--- src/rtl/axi_rd_arbiter.sv ---
// axi_rd_arbiter: two-requester round-robin AXI read arbiter, one burst in flight; define AXI_RD_ARB_PERF_EN for per-requester grant counters
module axi_rd_arbiter #(
    parameter int ID_W   = 5,
    parameter int ADDR_W = 32,
    parameter int DATA_W = 64
) (
    input  logic              clock,
    input  logic              reset,
    input  logic              s0_arvalid,
    output logic              s0_arready,
    input  logic [ID_W-1:0]   s0_arid,
    input  logic [ADDR_W-1:0] s0_araddr,
    input  logic [7:0]        s0_arlen,
    input  logic [2:0]        s0_arsize,
    input  logic [1:0]        s0_arburst,
    output logic              s0_rvalid,
    input  logic              s0_rready,
    output logic [ID_W-1:0]   s0_rid,
    output logic [DATA_W-1:0] s0_rdata,
    output logic [1:0]        s0_rresp,
    output logic              s0_rlast,
    input  logic              s1_arvalid,
    output logic              s1_arready,
    input  logic [ID_W-1:0]   s1_arid,
    input  logic [ADDR_W-1:0] s1_araddr,
    input  logic [7:0]        s1_arlen,
    input  logic [2:0]        s1_arsize,
    input  logic [1:0]        s1_arburst,
    output logic              s1_rvalid,
    input  logic              s1_rready,
    output logic [ID_W-1:0]   s1_rid,
    output logic [DATA_W-1:0] s1_rdata,
    output logic [1:0]        s1_rresp,
    output logic              s1_rlast,
    output logic              m_arvalid,
    input  logic              m_arready,
    output logic [ID_W-1:0]   m_arid,
    output logic [ADDR_W-1:0] m_araddr,
    output logic [7:0]        m_arlen,
    output logic [2:0]        m_arsize,
    output logic [1:0]        m_arburst,
    input  logic              m_rvalid,
    output logic              m_rready,
    input  logic [ID_W-1:0]   m_rid,
    input  logic [DATA_W-1:0] m_rdata,
    input  logic [1:0]        m_rresp,
    input  logic              m_rlast
`ifdef AXI_RD_ARB_PERF_EN
    ,
    output logic [31:0]       gnt_cnt0,
    output logic [31:0]       gnt_cnt1
`endif
);
    typedef enum logic [1:0] {IDLE, ADDR, DATA} state_t;
    state_t state_q, state_d;
    logic last_q, last_d, owner_q, owner_d;
    logic [ID_W-1:0] id_q, id_d;
    logic [ADDR_W-1:0] addr_q, addr_d;
    logic [7:0] len_q, len_d;
    logic [2:0] size_q, size_d;
    logic [1:0] burst_q, burst_d;
    logic grant, pick;
    always_comb begin
        // pick is the requester index: the one not granted last under contention
        pick = (s0_arvalid && s1_arvalid) ? !last_q : s1_arvalid;
        grant = (state_q == IDLE) && !reset && (s0_arvalid || s1_arvalid);
        state_d = state_q;
        last_d = last_q;
        owner_d = owner_q;
        id_d = id_q;
        addr_d = addr_q;
        len_d = len_q;
        size_d = size_q;
        burst_d = burst_q;
        if (grant) begin
            state_d = ADDR;
            last_d = pick;
            owner_d = pick;
            id_d = pick ? s1_arid : s0_arid;
            addr_d = pick ? s1_araddr : s0_araddr;
            len_d = pick ? s1_arlen : s0_arlen;
            size_d = pick ? s1_arsize : s0_arsize;
            burst_d = pick ? s1_arburst : s0_arburst;
        end
        if (state_q == ADDR && m_arready) state_d = DATA;
        if (state_q == DATA && m_rvalid && m_rready && m_rlast) state_d = IDLE;
    end
    always_ff @(posedge clock) begin
        if (reset) begin
            state_q <= IDLE;
            last_q <= 1'b1;
            owner_q <= 1'b0;
            id_q <= '0;
            addr_q <= '0;
            len_q <= '0;
            size_q <= '0;
            burst_q <= '0;
        end else begin
            state_q <= state_d;
            last_q <= last_d;
            owner_q <= owner_d;
            id_q <= id_d;
            addr_q <= addr_d;
            len_q <= len_d;
            size_q <= size_d;
            burst_q <= burst_d;
        end
    end
    assign s0_arready = grant && !pick;
    assign s1_arready = grant && pick;
    assign m_arvalid = state_q == ADDR;
    assign m_arid = id_q;
    assign m_araddr = addr_q;
    assign m_arlen = len_q;
    assign m_arsize = size_q;
    assign m_arburst = burst_q;
    assign m_rready = (state_q == DATA) && (owner_q ? s1_rready : s0_rready);
    // R payload is broadcast; only the owner's rvalid qualifies it
    assign s0_rvalid = (state_q == DATA) && !owner_q && m_rvalid;
    assign s1_rvalid = (state_q == DATA) && owner_q && m_rvalid;
    assign s0_rid = m_rid;
    assign s0_rdata = m_rdata;
    assign s0_rresp = m_rresp;
    assign s0_rlast = m_rlast;
    assign s1_rid = m_rid;
    assign s1_rdata = m_rdata;
    assign s1_rresp = m_rresp;
    assign s1_rlast = m_rlast;
`ifdef AXI_RD_ARB_PERF_EN
    logic [31:0] gnt_cnt0_q, gnt_cnt0_d, gnt_cnt1_q, gnt_cnt1_d;
    always_comb begin
        gnt_cnt0_d = gnt_cnt0_q + 32'(s0_arready);
        gnt_cnt1_d = gnt_cnt1_q + 32'(s1_arready);
    end
    always_ff @(posedge clock) begin
        if (reset) begin
            gnt_cnt0_q <= '0;
            gnt_cnt1_q <= '0;
        end else begin
            gnt_cnt0_q <= gnt_cnt0_d;
            gnt_cnt1_q <= gnt_cnt1_d;
        end
    end
    assign gnt_cnt0 = gnt_cnt0_q;
    assign gnt_cnt1 = gnt_cnt1_q;
`endif
endmodule

--- config.mk ---
export PLATFORM = sky130hd
export DESIGN_NAME = axi_rd_arbiter
export DESIGN_NICKNAME = d
export VERILOG_FILES = /design/src/rtl/axi_rd_arbiter.sv
export SDC_FILE = /design/constraint.sdc
export NUM_CORES = 1
export LEC_CHECK = 0
export CAP_MARGIN = 0
export CORE_AREA = 2 2 149 151
export DETAILED_ROUTE_END_ITERATION = 8
export DIE_AREA = 0 0 151 153
export PLACE_DENSITY = 0.61
export SYNTH_ARGS = -nofsm -noshare
export SYNTH_HDL_FRONTEND = slang
export SYNTH_SLANG_ARGS = --single-unit
export TNS_END_PERCENT = 20
--- constraint.sdc ---
create_clock -name clock -period 1.6 [get_ports clock]
set_input_delay 0.16 -clock clock [delete_from_list [all_inputs] [get_ports clock]]
set_output_delay 0.16 -clock clock [all_outputs]
set_load 0.05 [all_outputs]
* Word-level counts from Yosys, hierarchy flattened
Cells that the tools add are included.
** Operators by class
- Eq/ne operators :: 2
- Multiplexer cells :: 9
- Reduce and logical (&&, ||, !) cells :: 23
** Operators by type and width (number)
- $mux W32 :: 1
- $logic_and A1 B1 Y1 :: 14
- $mux W8 :: 1
- $mux W2 :: 3
- $mux W5 :: 1
- $logic_not A1 Y1 :: 4
- $mux W3 :: 1
- $reduce_or A3 Y1 :: 1
- $eq A2 B1 Y1 const B :: 1
- $eq A2 B2 Y1 const B :: 1
- $logic_not A2 Y1 :: 1
- $mux W1 :: 2
- $reduce_bool A2 Y1 :: 1
- $reduce_or A2 Y1 :: 1
- $logic_or A1 B1 Y1 :: 1
** Word-level totals
- Register bits after elaboration :: 54
- Input bits :: 180
- Word-level logic and storage cells :: 43
- Output and inout bits :: 200

* Logic depth before layout (Yosys ltp)
Gate-level depths: netlist of run 1.
- Depth after elaboration :: 5
- Mapped depth :: 5
- Mapped depth without buffers :: 4

* Worst setup path after synthesis of run 1
OpenSTA, ideal clock, no wires.
- Path type :: reg-to-output
- Start point :: register state_q[0]
- End point :: output s0_arready
- Slack :: -44 ps
- Cell stages (with the launch flop) :: 4
- Data required time :: 1440 ps
- Arrival :: 1484 ps
- Buffers on the path :: 0
- Path through :: dfxtp_1 -> nor3_4 -> nand2_1 -> nor2_1
** Between the ends
- Word-level cells in the longest chain between the ends :: 4
** RTL lines
- start: declaration :: RTL line 55 : state_t state_q, state_d;
- start signal: assignment :: RTL line 99 : state_q <= state_d;
- $logic_not A2 Y1 :: RTL line 66 : grant = (state_q == IDLE) && !reset && (s0_arvalid || s1_arvalid);
- $logic_and A1 B1 Y1 (2 in series) :: RTL line 66
- $logic_and A1 B1 Y1 :: RTL line 109 : assign s0_arready = grant && !pick;
- end: declaration :: RTL line 10 : output logic s0_arready,
No other way between the ends.

* Worst setup path after layout of run 1
- Start point :: register owner_q
- End point :: output m_rready
** Between the ends
- Word-level cells in the longest chain between the ends :: 2
** RTL lines
- start: declaration :: RTL line 56 : logic last_q, last_d, owner_q, owner_d;
- start signal: assignment :: RTL line 101 : owner_q <= owner_d;
- $mux W1 :: RTL line 117 : assign m_rready = (state_q == DATA) && (owner_q ? s1_rready : s0_rready);
- $logic_and A1 B1 Y1 :: RTL line 117
- end: declaration :: RTL line 43 : output logic m_rready,
No other way between the ends.

==> results of run 1 <==
-- flip-flops by register name, summed over array words and instances, names as in the netlist --
signal     count
last_q         1
owner_q        1
m_arburst      2
m_arsize       3
m_arid         5
m_araddr      32
state_q        2
m_arlen        8
-- logic make-up after synthesis --
group                  count (synthesis)
buffers and inverters                178
AND/OR/NAND/NOR                      116
AO/OA/AOI/OAI                        108
flip-flops                            54
multiplexers                           1
-- power groups by stage --
stage | clock (mW) | sequential [mW] | combinational [mW]
after floorplan | 0 | 2.05 | 1.54
after global placement | 0 | 1.61 | 1.73
after detailed placement | 0 | 1.60 | 1.74
after CTS | 1.17 | 1.58 | 1.75
after global routing | 1.21 | 1.60 | 1.85
final | 1.09 | 1.57 | 1.73
-- metal layers --
layer / track usage / vias to the layer above / routed length, um / share of wire
li1: - / 1448 / - / -
met1: 0.1096 / 1383 / 4569 / 0.34
met2: 0.1816 / 215 / 6431 / 0.48
met3: 0.05493 / 54 / 1638 / 0.12
met4: 0.06008 / 0 / 634 / 0.048
met5: 0 / - / 0 / 0
-- layout make-up --
class | count | share of cell area
tap | 280 | 0.07343
inverter | 1 | 0.0007868
timing repair buffer | 185 | 0.3868
sequential | 54 | 0.2271
multi-input combinational | 225 | 0.2840
clock buffer | 7 | 0.02780
-- worst max-delay path: cells and delay by family, from the launching register on --
family        cells  cell delay [ps]
flops             1              370
mux               1              350
simple gates      1              180
buf+inv           1              150
-- worst min path at each step --
stage,end,slack (ps),depth (start not counted)
floorplan,m_araddr[10],320,2
global placement,s0_rid[1],320,0
detailed placement,s0_rid[1],320,0
CTS,s0_rid[1],320,0
global route,s0_rdata[60],320,0
finish,s0_rdata[28],320,0
-- layout by cell type, fill, tap and decap left out, drive strengths merged, types with 2 or more instances in the layout --
cell           instances
a21oi                 52
a311oi                50
buf                   78
clkbuf                 7
clkdlybuf4s50        107
dfxtp                 54
nand2                103
nor2                   4
nor2b                  2
-- repair_timing --
item,in CTS,in global routing
pin swaps,1,0
resized for setup,3,3
buffers inserted,1,1
setup endpoints to repair,2,2
==> qor.txt, run 1 <==
Placed insts: 743
Worst EP arrival: 1360 ps
Number of diodes: 0
CTS tree: done
H-tree level count: 2
Max_slew headroom: 0.7021
Most frequent cells after synthesis: 147 x buf_4, 103 x nand2_1, 54 x dfxtp_1, 52 x a21oi_1, 35 x a311oi_1
Worst-Skew Late Latency: 300 ps
Dpl hpwl: 10.33 mm
Worst path slowest cell: dfxtp_1
Die area: 0.02310 mm^2
Final Max Tran Viols: 0
Clock Skew: 3.811 ps
CP max FO: 4
Area leader, netlist: buf_4
Min Tclk post-route: 1519 ps
XOR/XNOR share of the synthesized area: 0
Vias in the first global route: 2,972
Largest family of logic cells by synthesized area: buffers and inverters
Seq. cell area: 0.001084 mm^2
Routed vias: 3,100
CTS root buf: clkbuf_16
Footprint of the multi-input gates: 0.001355 mm^2
Compound-Gate Fraction of Synth Area: 0.2255
Final Non-Filler Cells: 752
Net Switching: 1.615 mW
Sw Share: 0.3669
Pre-CTS setup slack: -86.57 ps
Height of the die: 153 um
Port buffer count: 166
Final Hold Viols: 0
Tot GR Track Use: 0.1089
Post-synth ARST share: 0
Reg2reg path depth: 4
Die Span X: 151 um
First-pass GRT wire length: 18.68 mm
Setup WS post-layout: 80.75 ps
Syn Inst Count: 457
Dominant synthesized flop cell: dfxtp_1
Final setup vio count: 0
P&R area growth vs syn: 27.18%
Internal power: 2.786 mW
CP endpoint kind: output pin
Power per cell area: 922.4 mW/mm^2
Area share of the largest cell type after synthesis: 0.2942
CP max stage delay: 370 ps
Remaining DRCs: 0
Pin count of the biggest net entering global routing: 44
# IOs: 380
RSZ-0062 raised after global routing: false
Critical Path RT: 1440 ps
Clock slew at reported path FFs: 70 ps
Post-synthesis sequential area ratio: 0.2882
Gate power share: 0.394
GP Congestion: 0.7499
CTS Buf Count: 5
Max Freq: 0.6582 GHz
Syn Nets: 637
Post-Place Cell Area: 0.004609 mm^2
Syn avg cell area: 8.208 um^2
Clock Power Share: 0.248
Power Total: 4.401 mW
Netlist cell types: 26
Synthesized area: 0.003751 mm^2
Reg2reg end: m_arid[1]
Hold WC Path Type: in -> out
FP Rows: 54
CTS max path bufs: 2
Outcome: finished, final reports clean
Total global routing overflow: 0
Setup TNS: 0 ps
Routed wire per std cell: 17.65 um
Via density: 4.122
Final Cycle Share: 0.9495
Number of synthesized flops with an enable pin: 0
Slew at the pin closest to its max-slew limit: 446.8 ps
Post-Synth Simple-Gate Area: 0.1281
Worst vdd ir: 0.0003493 V
Nets@finish: 652
Core Area: 0.02149 mm^2
Crit path launch type: register
Critical path type: reg -> out
Routed WL: 13.27 mm
Final hold slack: 320.0 ps
Post-DRT Antenna Nets: 0
Mux cell area share after synthesis: 0.003002
Most frequent cell after synthesis: buf_4
Hold_buf cts: 0
Initial antenna violation count: 0
Fillers: 2,349
Ys Warns: 0
FF-to-FF Start: state_q[0]
Lkg Pwr: 1.813 nW
Initial Util: 0.1746
#FFs+latches synth: 54
CP cell instances: mux2_2 -> and2_1 -> buf_12
Synth Area in Adders: 0
Sequential power share: 0.358
Initial DRC Count: 94
Worst min-delay path startpoint: m_rdata[28]
Design area: 0.004771 mm^2
End of the critical path: m_rready
DRT Pass-1 Iters: 4
Critical Path Start: owner_q
Sink Count: 54
Synth area leaders: buf_4 29%, dfxtp_1 29%, nand2_1 10%, a311oi_1 8.2%, a21oi_1 6.9%
Final Util: 0.2220
R2r setup slk: 90 ps
Max-Cap Viols: 0
Ratio of cells with drive above 1 in the final layout: 0.2309
(Power assumes the default switching activity.)
==> inputs of run 2 (changes only) <==
--- a/config.mk
+++ b/config.mk
@@ -13,4 +13,3 @@
 export SYNTH_ARGS = -nofsm -noshare
 export SYNTH_HDL_FRONTEND = slang
 export SYNTH_SLANG_ARGS = --single-unit
-export TNS_END_PERCENT = 20
==> results of run 2 <==
Final layout, timing and power as in run 1 (identical DEF).
